`config.mk`:
```
export PLATFORM = sky130hd
export DESIGN_NAME = matmul_sequencer
export DESIGN_NICKNAME = d
export VERILOG_FILES = /design/src/rtl/matmul_sequencer.sv
export SDC_FILE = /design/constraint.sdc
export NUM_CORES = 1
export LEC_CHECK = 0
export BUFFER_PORTS_ARGS = -buffer_cell sky130_fd_sc_hd__buf_2
export CORE_AREA = 2 2 72 74
export CTS_BUF_LIST = sky130_fd_sc_hd__clkbuf_4
export DETAILED_ROUTE_END_ITERATION = 10
export DIE_AREA = 0 0 74 76
export SYNTH_ARGS = -nofsm -noshare
export SYNTH_HDL_FRONTEND = slang
export SYNTH_SLANG_ARGS = --single-unit
```
`constraint.sdc`:
```
create_clock -name clk_i -period 6 [get_ports clk_i]
set_input_delay 1.5 -clock clk_i [delete_from_list [all_inputs] [get_ports clk_i]]
set_output_delay 1.5 -clock clk_i [all_outputs]
set_load 0.02 [all_outputs]
```
`src/rtl/matmul_sequencer.sv`:
```
// -----------------------------------------------------------------------------
// matmul_sequencer
//
// Control FSM that runs one matrix multiply on the MAX_DIM x MAX_DIM systolic
// PE array. On an accepted start it:
//   1. clears the accumulators, or preloads them with a bias matrix read from
//      the scratchpad;
//   2. issues the skewed operand-feed schedule;
//   3. drains the PE pipeline;
//   4. writes the result to a scratchpad slot;
//   5. pulses EOP.
//
// Ports:
//   clk_i, rst_n_i      clock (rising edge), asynchronous active-low reset
//   start_i             one-cycle start request
//   control_reg_i       [1]     bias enable
//                       [3:2]   bias source slot
//                       [5:4]   result slot
//                       [9:8]   N-1
//                       [11:10] K-1
//                       [13:12] M-1
//   busy_o, EOP_o       operation in progress / end-of-operation pulse
//   start_drop_o        start seen while busy (ignored)
//   pe_clear_o          zero accumulators
//   pe_load_bias_o      load scratchpad read data into accumulators
//   sp_rd_en_o/_sel_o   bias read strobe and slot
//   feed_en_o, step_o   feed schedule active and current step
//   a_valid_o           per-row A operand valid
//   b_valid_o           per-column B operand valid
//   sp_wr_en_o/_sel_o   result write strobe and slot
// -----------------------------------------------------------------------------
module matmul_sequencer #(
    parameter int DATA_WIDTH  = 8,
    parameter int BUS_WIDTH   = 32,
    parameter int SP_NTARGETS = 4,
    parameter int PE_LAT      = 1,
    parameter int MAX_DIM     = BUS_WIDTH / DATA_WIDTH,
    parameter int STEP_W      = $clog2(3 * MAX_DIM),
    parameter int SEL_W       = $clog2(SP_NTARGETS)
) (
    input  logic               clk_i,
    input  logic               rst_n_i,
    input  logic               start_i,
    input  logic [15:0]        control_reg_i,
    output logic               busy_o,
    output logic               EOP_o,
    output logic               start_drop_o,
    output logic               pe_clear_o,
    output logic               sp_rd_en_o,
    output logic [SEL_W-1:0]   sp_rd_sel_o,
    output logic               pe_load_bias_o,
    output logic               feed_en_o,
    output logic [STEP_W-1:0]  step_o,
    output logic [MAX_DIM-1:0] a_valid_o,
    output logic [MAX_DIM-1:0] b_valid_o,
    output logic               sp_wr_en_o,
    output logic [SEL_W-1:0]   sp_wr_sel_o
);

    // One extra bit so that "index + K" never wraps in the valid comparisons.
    localparam int CW      = STEP_W + 1;
    localparam int DRAIN_W = (PE_LAT > 1) ? $clog2(PE_LAT) : 1;
    localparam logic [DRAIN_W-1:0] DRAIN_LAST = DRAIN_W'(PE_LAT - 1);

    typedef enum logic [2:0] {
        ST_IDLE,
        ST_CLEAR,
        ST_BIAS,
        ST_COMPUTE,
        ST_DRAIN,
        ST_WB,
        ST_DONE
    } state_t;

    state_t             state_q, state_d;
    logic               bias_q, bias_d;
    logic [SEL_W-1:0]   bias_sel_q, bias_sel_d;
    logic [SEL_W-1:0]   res_sel_q, res_sel_d;
    logic [2:0]         m_q, m_d;
    logic [2:0]         k_q, k_d;
    logic [2:0]         n_q, n_d;
    // Final feed step, T-1 = (M-1)+(N-1)+(K-1), taken straight from the fields.
    logic [STEP_W-1:0]  last_step_q, last_step_d;
    logic [STEP_W-1:0]  step_q, step_d;
    logic [DRAIN_W-1:0] drain_q, drain_d;

    // Reserved control bits have no function.
    logic unused_ctrl;
    assign unused_ctrl = ^{control_reg_i[15:14], control_reg_i[7:6], control_reg_i[0]};

    // ---------------------------------------------------------------- state
    always_ff @(posedge clk_i or negedge rst_n_i) begin
        if (!rst_n_i) begin
            state_q     <= ST_IDLE;
            bias_q      <= 1'b0;
            bias_sel_q  <= '0;
            res_sel_q   <= '0;
            m_q         <= '0;
            k_q         <= '0;
            n_q         <= '0;
            last_step_q <= '0;
            step_q      <= '0;
            drain_q     <= '0;
        end else begin
            state_q     <= state_d;
            bias_q      <= bias_d;
            bias_sel_q  <= bias_sel_d;
            res_sel_q   <= res_sel_d;
            m_q         <= m_d;
            k_q         <= k_d;
            n_q         <= n_d;
            last_step_q <= last_step_d;
            step_q      <= step_d;
            drain_q     <= drain_d;
        end
    end

    // ----------------------------------------------------------- next state
    always_comb begin
        state_d     = state_q;
        bias_d      = bias_q;
        bias_sel_d  = bias_sel_q;
        res_sel_d   = res_sel_q;
        m_d         = m_q;
        k_d         = k_q;
        n_d         = n_q;
        last_step_d = last_step_q;
        step_d      = step_q;
        drain_d     = drain_q;

        case (state_q)
            ST_IDLE: begin
                // Config is captured only here, so starts seen while busy
                // cannot disturb the running operation.
                if (start_i) begin
                    state_d     = ST_CLEAR;
                    bias_d      = control_reg_i[1];
                    bias_sel_d  = control_reg_i[3:2];
                    res_sel_d   = control_reg_i[5:4];
                    m_d         = {1'b0, control_reg_i[13:12]} + 3'd1;
                    k_d         = {1'b0, control_reg_i[11:10]} + 3'd1;
                    n_d         = {1'b0, control_reg_i[9:8]} + 3'd1;
                    last_step_d = STEP_W'(control_reg_i[13:12])
                                + STEP_W'(control_reg_i[11:10])
                                + STEP_W'(control_reg_i[9:8]);
                    step_d      = '0;
                    drain_d     = '0;
                end
            end
            ST_CLEAR: begin
                state_d = bias_q ? ST_BIAS : ST_COMPUTE;
            end
            ST_BIAS: begin
                // Scratchpad data returns one cycle after the read strobe.
                state_d = ST_COMPUTE;
            end
            ST_COMPUTE: begin
                if (step_q == last_step_q) begin
                    state_d = ST_DRAIN;
                    step_d  = '0;
                    drain_d = '0;
                end else begin
                    step_d = step_q + 1'b1;
                end
            end
            ST_DRAIN: begin
                if (drain_q == DRAIN_LAST) begin
                    state_d = ST_WB;
                    drain_d = '0;
                end else begin
                    drain_d = drain_q + 1'b1;
                end
            end
            ST_WB: begin
                state_d = ST_DONE;
            end
            ST_DONE: begin
                state_d = ST_IDLE;
            end
            default: begin
                state_d = ST_IDLE;
            end
        endcase
    end

    // -------------------------------------------------------------- outputs
    always_comb begin
        busy_o         = (state_q != ST_IDLE);
        EOP_o          = (state_q == ST_DONE);
        pe_clear_o     = (state_q == ST_CLEAR) && !bias_q;
        sp_rd_en_o     = (state_q == ST_CLEAR) && bias_q;
        sp_rd_sel_o    = '0;
        pe_load_bias_o = (state_q == ST_BIAS);
        feed_en_o      = (state_q == ST_COMPUTE);
        step_o         = '0;
        sp_wr_en_o     = (state_q == ST_WB);
        sp_wr_sel_o    = '0;
        if (sp_rd_en_o) begin
            sp_rd_sel_o = bias_sel_q;
        end
        if (feed_en_o) begin
            step_o = step_q;
        end
        if (sp_wr_en_o) begin
            sp_wr_sel_o = res_sel_q;
        end
    end

    // Flagged in the same cycle as the ignored request.
    assign start_drop_o = start_i && (state_q != ST_IDLE);

    // Skewed feed: row/column gi carries data for steps gi .. gi+K-1.
    logic [CW-1:0] step_ext, m_ext, k_ext, n_ext;
    assign step_ext = CW'(step_q);
    assign m_ext    = CW'(m_q);
    assign k_ext    = CW'(k_q);
    assign n_ext    = CW'(n_q);

    genvar gi;
    generate
        for (gi = 0; gi < MAX_DIM; gi++) begin : g_valid
            localparam logic [CW-1:0] IDX = CW'(gi);
            assign a_valid_o[gi] = feed_en_o && (IDX < m_ext)
                                && (step_ext >= IDX) && (step_ext < IDX + k_ext);
            assign b_valid_o[gi] = feed_en_o && (IDX < n_ext)
                                && (step_ext >= IDX) && (step_ext < IDX + k_ext);
        end
    endgenerate

endmodule

```
==> results of run 1 <==
layer usage:
layer  vias to the layer above  global-route usage [%]  share of wire (%)
met1                       627                   21.66                 50
li1                        697                       -                  -
met3                         2                   1.323                2.4
met5                         -                       0                  0
met4                         0                   4.364               0.94
met2                        21                   21.43                 47
logic make-up after synthesis:
| logic type | count (synthesis) | share of synthesized area (%) |
|---|---|---|
| xor+xnor | 7 | 3.284 |
| buf+inv | 33 | 8.579 |
| flops | 25 | 33.51 |
| compound gates | 33 | 11.60 |
| simple gates | 45 | 14.14 |
| mux | 14 | 10.66 |
| fa+ha+maj | 26 | 18.23 |
through the flow:
| stage | hold WS (ps) | std cells | area [µm²] | util [%] | setup WS, ps |
|---|---|---|---|---|---|
| final | 516.9 | 287 | 2105 | 42.84 | 2048 |
| after global routing | 527.1 | 287 | 2105 | 42.84 | 1799 |
| after CTS | 518.9 | 287 | 2105 | 42.84 | 2013 |
| after detailed placement | 485.8 | 283 | 2077 | 42.28 | 2383 |
| after global placement | 482.5 | 283 | 2077 | 42.28 | 2426 |
| after floorplan | 470.4 | 183 | 1867 | - | 2211 |
worst max path at each step:
stage          slack (ps)      endpoint
2_1_floorplan        2210  a_valid_o[3]
3_3_place_gp         2430  a_valid_o[3]
3_5_place_dp         2380  b_valid_o[3]
4_1_cts              2010  b_valid_o[3]
5_1_grt              1800  a_valid_o[3]
6_report             2050  a_valid_o[3]
state kept, by name (all words and copies together), names as in the netlist:
name         flops
step_q           4
k_q              3
bias_q           1
res_sel_q        2
m_q              3
bias_sel_q       2
n_q              3
state_q          3
last_step_q      4
where the power goes:
part           switching, W  internal, W
clock network     0.0000519    0.0000250
registers          0.000118     0.000241
logic              0.000299     0.000275
total              0.000468     0.000541
cells in the mapped netlist (all sizes together):
master | n | area share (%)
inv | 26 | 5.2
nand3 | 3 | 0.80
o21a | 6 | 2.4
a2bb2oi | 1 | 0.47
o311ai | 1 | 0.47
ha | 24 | 16
o211ai | 2 | 0.80
and2 | 5 | 1.7
o22ai | 1 | 0.34
fa | 2 | 2.1
xnor2 | 5 | 2.3
nand2b | 1 | 0.74
xor2 | 2 | 0.94
a21oi | 7 | 2.1
nor4 | 1 | 0.34
o31ai | 1 | 0.40
nor2b | 1 | 0.34
nor2 | 9 | 1.8
o41ai | 1 | 0.47
nor3 | 7 | 2.5
dfrtp | 25 | 34
nand3b | 1 | 1.1
nand4 | 2 | 0.67
and4 | 1 | 0.47
o21ai | 9 | 2.4
nand2 | 11 | 2.3
buf | 7 | 3.4
a2111oi | 2 | 0.94
nor4b | 3 | 1.4
o21bai | 1 | 0.40
mux2 | 14 | 11
a22oi | 1 | 0.40
critical path: stages (launching register included):
cell and delay [ps]:
dfrtp_1 560, inv_1 80, ha_1 320, ha_1 280
o21a_1 100, o21a_1 160, o21a_1 170, nor4b_1 260
buf_2 210
cell type report:
cell class                      instances  area (µm²)
Clock inverter                          1       5.005
Multi-Input combinational cell        125        1081
Tap cell                               70       87.58
Clock buffer                            3       22.52
Timing Repair Buffer                   37       185.2
Sequential cell                        25       625.6
Fill cell                             496        2808
Inverter                               26       97.59
==> results.ini, run 1 <==
[outcome]
status = finished, final reports clean

[layout]
mostFrequentLayoutCells = buf_2, inv_1, dfrtp_1
drive_gt1_share_pct = 28.11
syn_to_final_growth_pct = 12.73
n_antenna_cell = 0
layout_commonest_cell = buf_2
nets = 263

[worst_setup_path]
critical_path_arrival_ps = 2450
critical_path_class = reg -> out
start_kind = flop
endpoint_kind = primary output
r2r_cells = 3
startpoint = k_q[0]
r2r-end = k_q[1]
rrSetupSlack_ps = 4240
crit_required_ps = 4500
critPathMaxFanout = 8
reg2reg_from = state_q[1]

[die]
die_w_um = 74
ios = 43
start_util_pct = 38.00
die-area_um2 = 5624
die_y_um = 76
core_um2 = 4912
rows = 26

[route]
vias_per_cell = 4.693
wirelength_mm = 3.610
wire_per_inst_um = 12.58
dr.first_iter.drc_count = 83
final_antenna_net_count = 0
via_count = 1347
drc = 0
drt_first_pass_iters = 4

[place]
portBuffers = 37
dp.final_hpwl_mm = 2.797
place.gp.congestion = 0.7202

[timing]
worst_slew_pin_slew_ps = 598.8
maxSlewHeadroom_pct = 59.94
slew_viol_final = 0
period_needed_ps = 3952
setup_viol = 0
timing.fmax_ghz = 0.2530
finalCritPeriodShare_pct = 65.87
setup_tns_ps = 0
hold_viol_final = 0
finalClockSkew_ps = 10.30
rsz0062_at_grt = no

[run]
cap_violations = 0

[clock_network]
cts-root-buf = clkbuf_4
cts_sinks = 25
cts_tree = done
cts_buffers = 3
ctsHoldBuffers = 0
cts_buffer_depth = 2
cts_resized = 0
clkTransAtPathRegs_ps = 140
post-cts-setup-buffers = 0
insertion_delay_ps = 320
h-tree-depth = 1

[global_route]
grt_pass1_wl_mm = 6.451
grt-ovfl-total = 0
grt_start_max_net_pins = 26
grt_usage_pct = 14.32
antenna_found_initial = 0
grt_pass1_vias = 1339

[yosys]
synth_cells = 183
yosysSeqAreaShare_pct = 33.51
synth-seq-cells = 25
yosys_warnings = 0
syn_area_per_cell_um2 = 10.20
syn_nets = 228
syn_area_um2 = 1867
ys_types = 40

[pwr]
p_total_w = 0.001009
power.leakage_nw = 1.113
ir_drop_mv = 0.1181
power_density_nw_per_um2 = 479.6

[hold_path]
holdPathEnd = res_sel_q[0]
hold_path_class = reg -> reg
holdPathStages = 1
min_from = res_sel_q[0]

Power figures use the tool's default switching activity.
==> run 2: changes to the inputs <==
--- a/config.mk
+++ b/config.mk
@@ -5,6 +5,7 @@
 export SDC_FILE = /design/constraint.sdc
 export NUM_CORES = 1
 export LEC_CHECK = 0
+export ABC_AREA = 1
 export BUFFER_PORTS_ARGS = -buffer_cell sky130_fd_sc_hd__buf_2
 export CORE_AREA = 2 2 72 74
 export CTS_BUF_LIST = sky130_fd_sc_hd__clkbuf_4
==> constraint.sdc (replaced) <==
create_clock -name clk_i -period 3.3 [get_ports clk_i]
set_input_delay 0.825 -clock clk_i [delete_from_list [all_inputs] [get_ports clk_i]]
set_output_delay 0.825 -clock clk_i [all_outputs]
set_load 0.02 [all_outputs]
==> run 2 against run 1 <==
- combinational power rose by 110%
- worst setup slack got worse by 1700 ps
- clock power rose by 90%
- largest power group unchanged
==> results.ini, run 2 <==
[outcome]
status = finished, final reports clean

[global_route]
grt_pass1_vias = 1542
grt_usage_pct = 15.56
grt_start_max_net_pins = 36
grt-ovfl-total = 0
antenna_found_initial = 0
grt_pass1_wl_mm = 7.031

[hold_path]
hold_path_class = in -> async

[yosys]
synth_fa_ha_area_share_pct = 18.23
synthXorXnorAreaFrac_pct = 1.877
synth-seq-cells = 25
synthTopCellsByCount = nand2_1, nor2_1, inv_1
synth_compound_area_share_pct = 10.32
synth_top_area_share_pct = 33.51
syn_nets = 281
yosysSeqAreaShare_pct = 33.51
synth_top_family_by_area = simple AND/OR/NAND/NOR gates
yosys_warnings = 0
ys_types = 25
synth-async-reset-ratio_pct = 100.0
synth_edf_count = 0
netlist_top_cells_area = dfrtp_1, ha_1, nand2_1
synth_cells = 236
synth_ff_type = dfrtp_1
muxShareOfSynthArea_pct = 0
synth_most_common_cell = nand2_1
syn_area_per_cell_um2 = 7.910
yosysTopAreaCell = dfrtp_1
synth-simple-area-share_pct = 25.80
syn_area_um2 = 1867

[clock_network]
ctsHoldBuffers = 0
cts_tree = done
cts_buffers = 3
cts_resized = 0
cts_buffer_depth = 2
cts_sinks = 25
clkTransAtPathRegs_ps = 160
cts-root-buf = clkbuf_4
h-tree-depth = 1
post-cts-setup-buffers = 0
insertion_delay_ps = 330

[timing]
rsz0062_at_grt = no
period_needed_ps = 2910
slew_viol_final = 0
maxSlewHeadroom_pct = 62.18
worst_slew_pin_slew_ps = 567.4
setup_viol = 0
hold_viol_final = 0
setup_tns_ps = 0
finalClockSkew_ps = 20.40
finalCritPeriodShare_pct = 88.17
timing.fmax_ghz = 0.3437
whs_ps = 453.3

[route]
drc = 0
vias_per_cell = 4.529
via_count = 1558
drt_first_pass_iters = 4
dr.first_iter.drc_count = 55
final_antenna_net_count = 0
wire_per_inst_um = 11.10
wirelength_mm = 3.818

[worst_setup_path]
reg2reg_from = step_q[1]
critical_path_class = reg -> out
crit_required_ps = 2470
startpoint = k_q[0]
critPathMaxFanout = 5
critical_path_arrival_ps = 2080
endpoint_kind = primary output
start_kind = flop

[pwr]
power_density_nw_per_um2 = 932.9
ir_drop_mv = 0.2619
power.leakage_nw = 1.213

[die]
die-area_um2 = 5624
rows = 26
die_y_um = 76
ios = 43
die_w_um = 74
start_util_pct = 38.00
core_um2 = 4912

[layout]
largestRegisters = last_step_q (4), step_q (4)
post-route-util_pct = 43.48
final_cells = 344
mostFrequentLayoutCells = nand2_1, nor2_1, inv_1, buf_2, dfrtp_1
n_antenna_cell = 0
drive_gt1_share_pct = 19.34
nets = 320
design_area_um2 = 2136
syn_to_final_growth_pct = 14.41
layout_commonest_cell = nand2_1

[place]
dp.final_hpwl_mm = 2.967
post-place-cells = 340
portBuffers = 37
dpl_cell_area_um2 = 2106
place.gp.congestion = 0.7400

[run]
cap_violations = 0

-- run 2: cell count changes after synthesis, sizes merged, moves of 5 or more --
cell / before / now
nand2: 11 / 45
nor2: 9 / 42
mux2: 14 / 0
a21oi: 7 / 20
inv: 26 / 39
nand3: 3 / 10
o21a: 6 / 0
and2: 5 / 0
-- run 2: final cells by class --
class / count / area, µm²
Fill cell: 522 / 2776
Timing Repair Buffer: 37 / 185.2
Sequential cell: 25 / 625.6
Tap cell: 70 / 87.58
Clock inverter: 1 / 7.507
Clock buffer: 3 / 22.52
Multi-Input combinational cell: 168 / 1050
Inverter: 40 / 157.7
-- run 2: power breakdown --
group / internal [W] / total, W / switching (W)
logic: 0.000460 / 0.00122 / 0.000761
clock network: 0.0000464 / 0.000146 / 0.0000993
registers: 0.000445 / 0.000626 / 0.000181
total: 0.000951 / 0.00199 / 0.00104
-- run 2: cells by family (layout without fill, tap and decap cells) --
| group | count (synthesis) | after routing |
|---|---|---|
| adder cells (fa/ha/maj) | 26 | 26 |
| AO/OA/AOI/OAI | 34 | 34 |
| buffers and inverters | 43 | 81 |
| XOR/XNOR | 4 | 4 |
| AND/OR/NAND/NOR | 104 | 104 |
| flip-flops | 25 | 25 |
-- run 2: final timing paths --
kind / end / slack (ps) / cells past startpoint
max: b_valid_o[1] / 390 / 8
min: state_q[1] / 450 / 1
max reg2reg: state_q[2] / 1900 / 8
min reg2reg: res_sel_q[1] / 480 / 2
max in group asynchronous: k_q[0] / 2450 / 1
min in group clk_i: res_sel_q[1] / 480 / 2
-- run 2: per-layer routing --
layer  up-vias  part of all wire, %  track usage, %
met5         -                    0               0
met4         0                  1.4           5.273
met3         5                  3.7           1.852
met2        28                   42           23.75
met1       699                   53           22.59
li1        826                    -               -
-- run 2: worst max-delay path: stages, from the launching register on --
cell	delay, ps
dfrtp_1	460
inv_1	100
ha_1	310
inv_1	50
ha_1	270
a21oi_1	150
o21ai_0	130
nor2_1	120
buf_2	180
-- run 2: stage by stage --
step                      total power, W  worst slack (ps)
after floorplan                 0.001544             923.3
after global placement          0.001830             809.5
after detailed placement        0.001858             774.7
after CTS                       0.002011             389.4
after global routing            0.002254             202.2
final                           0.001992             390.3
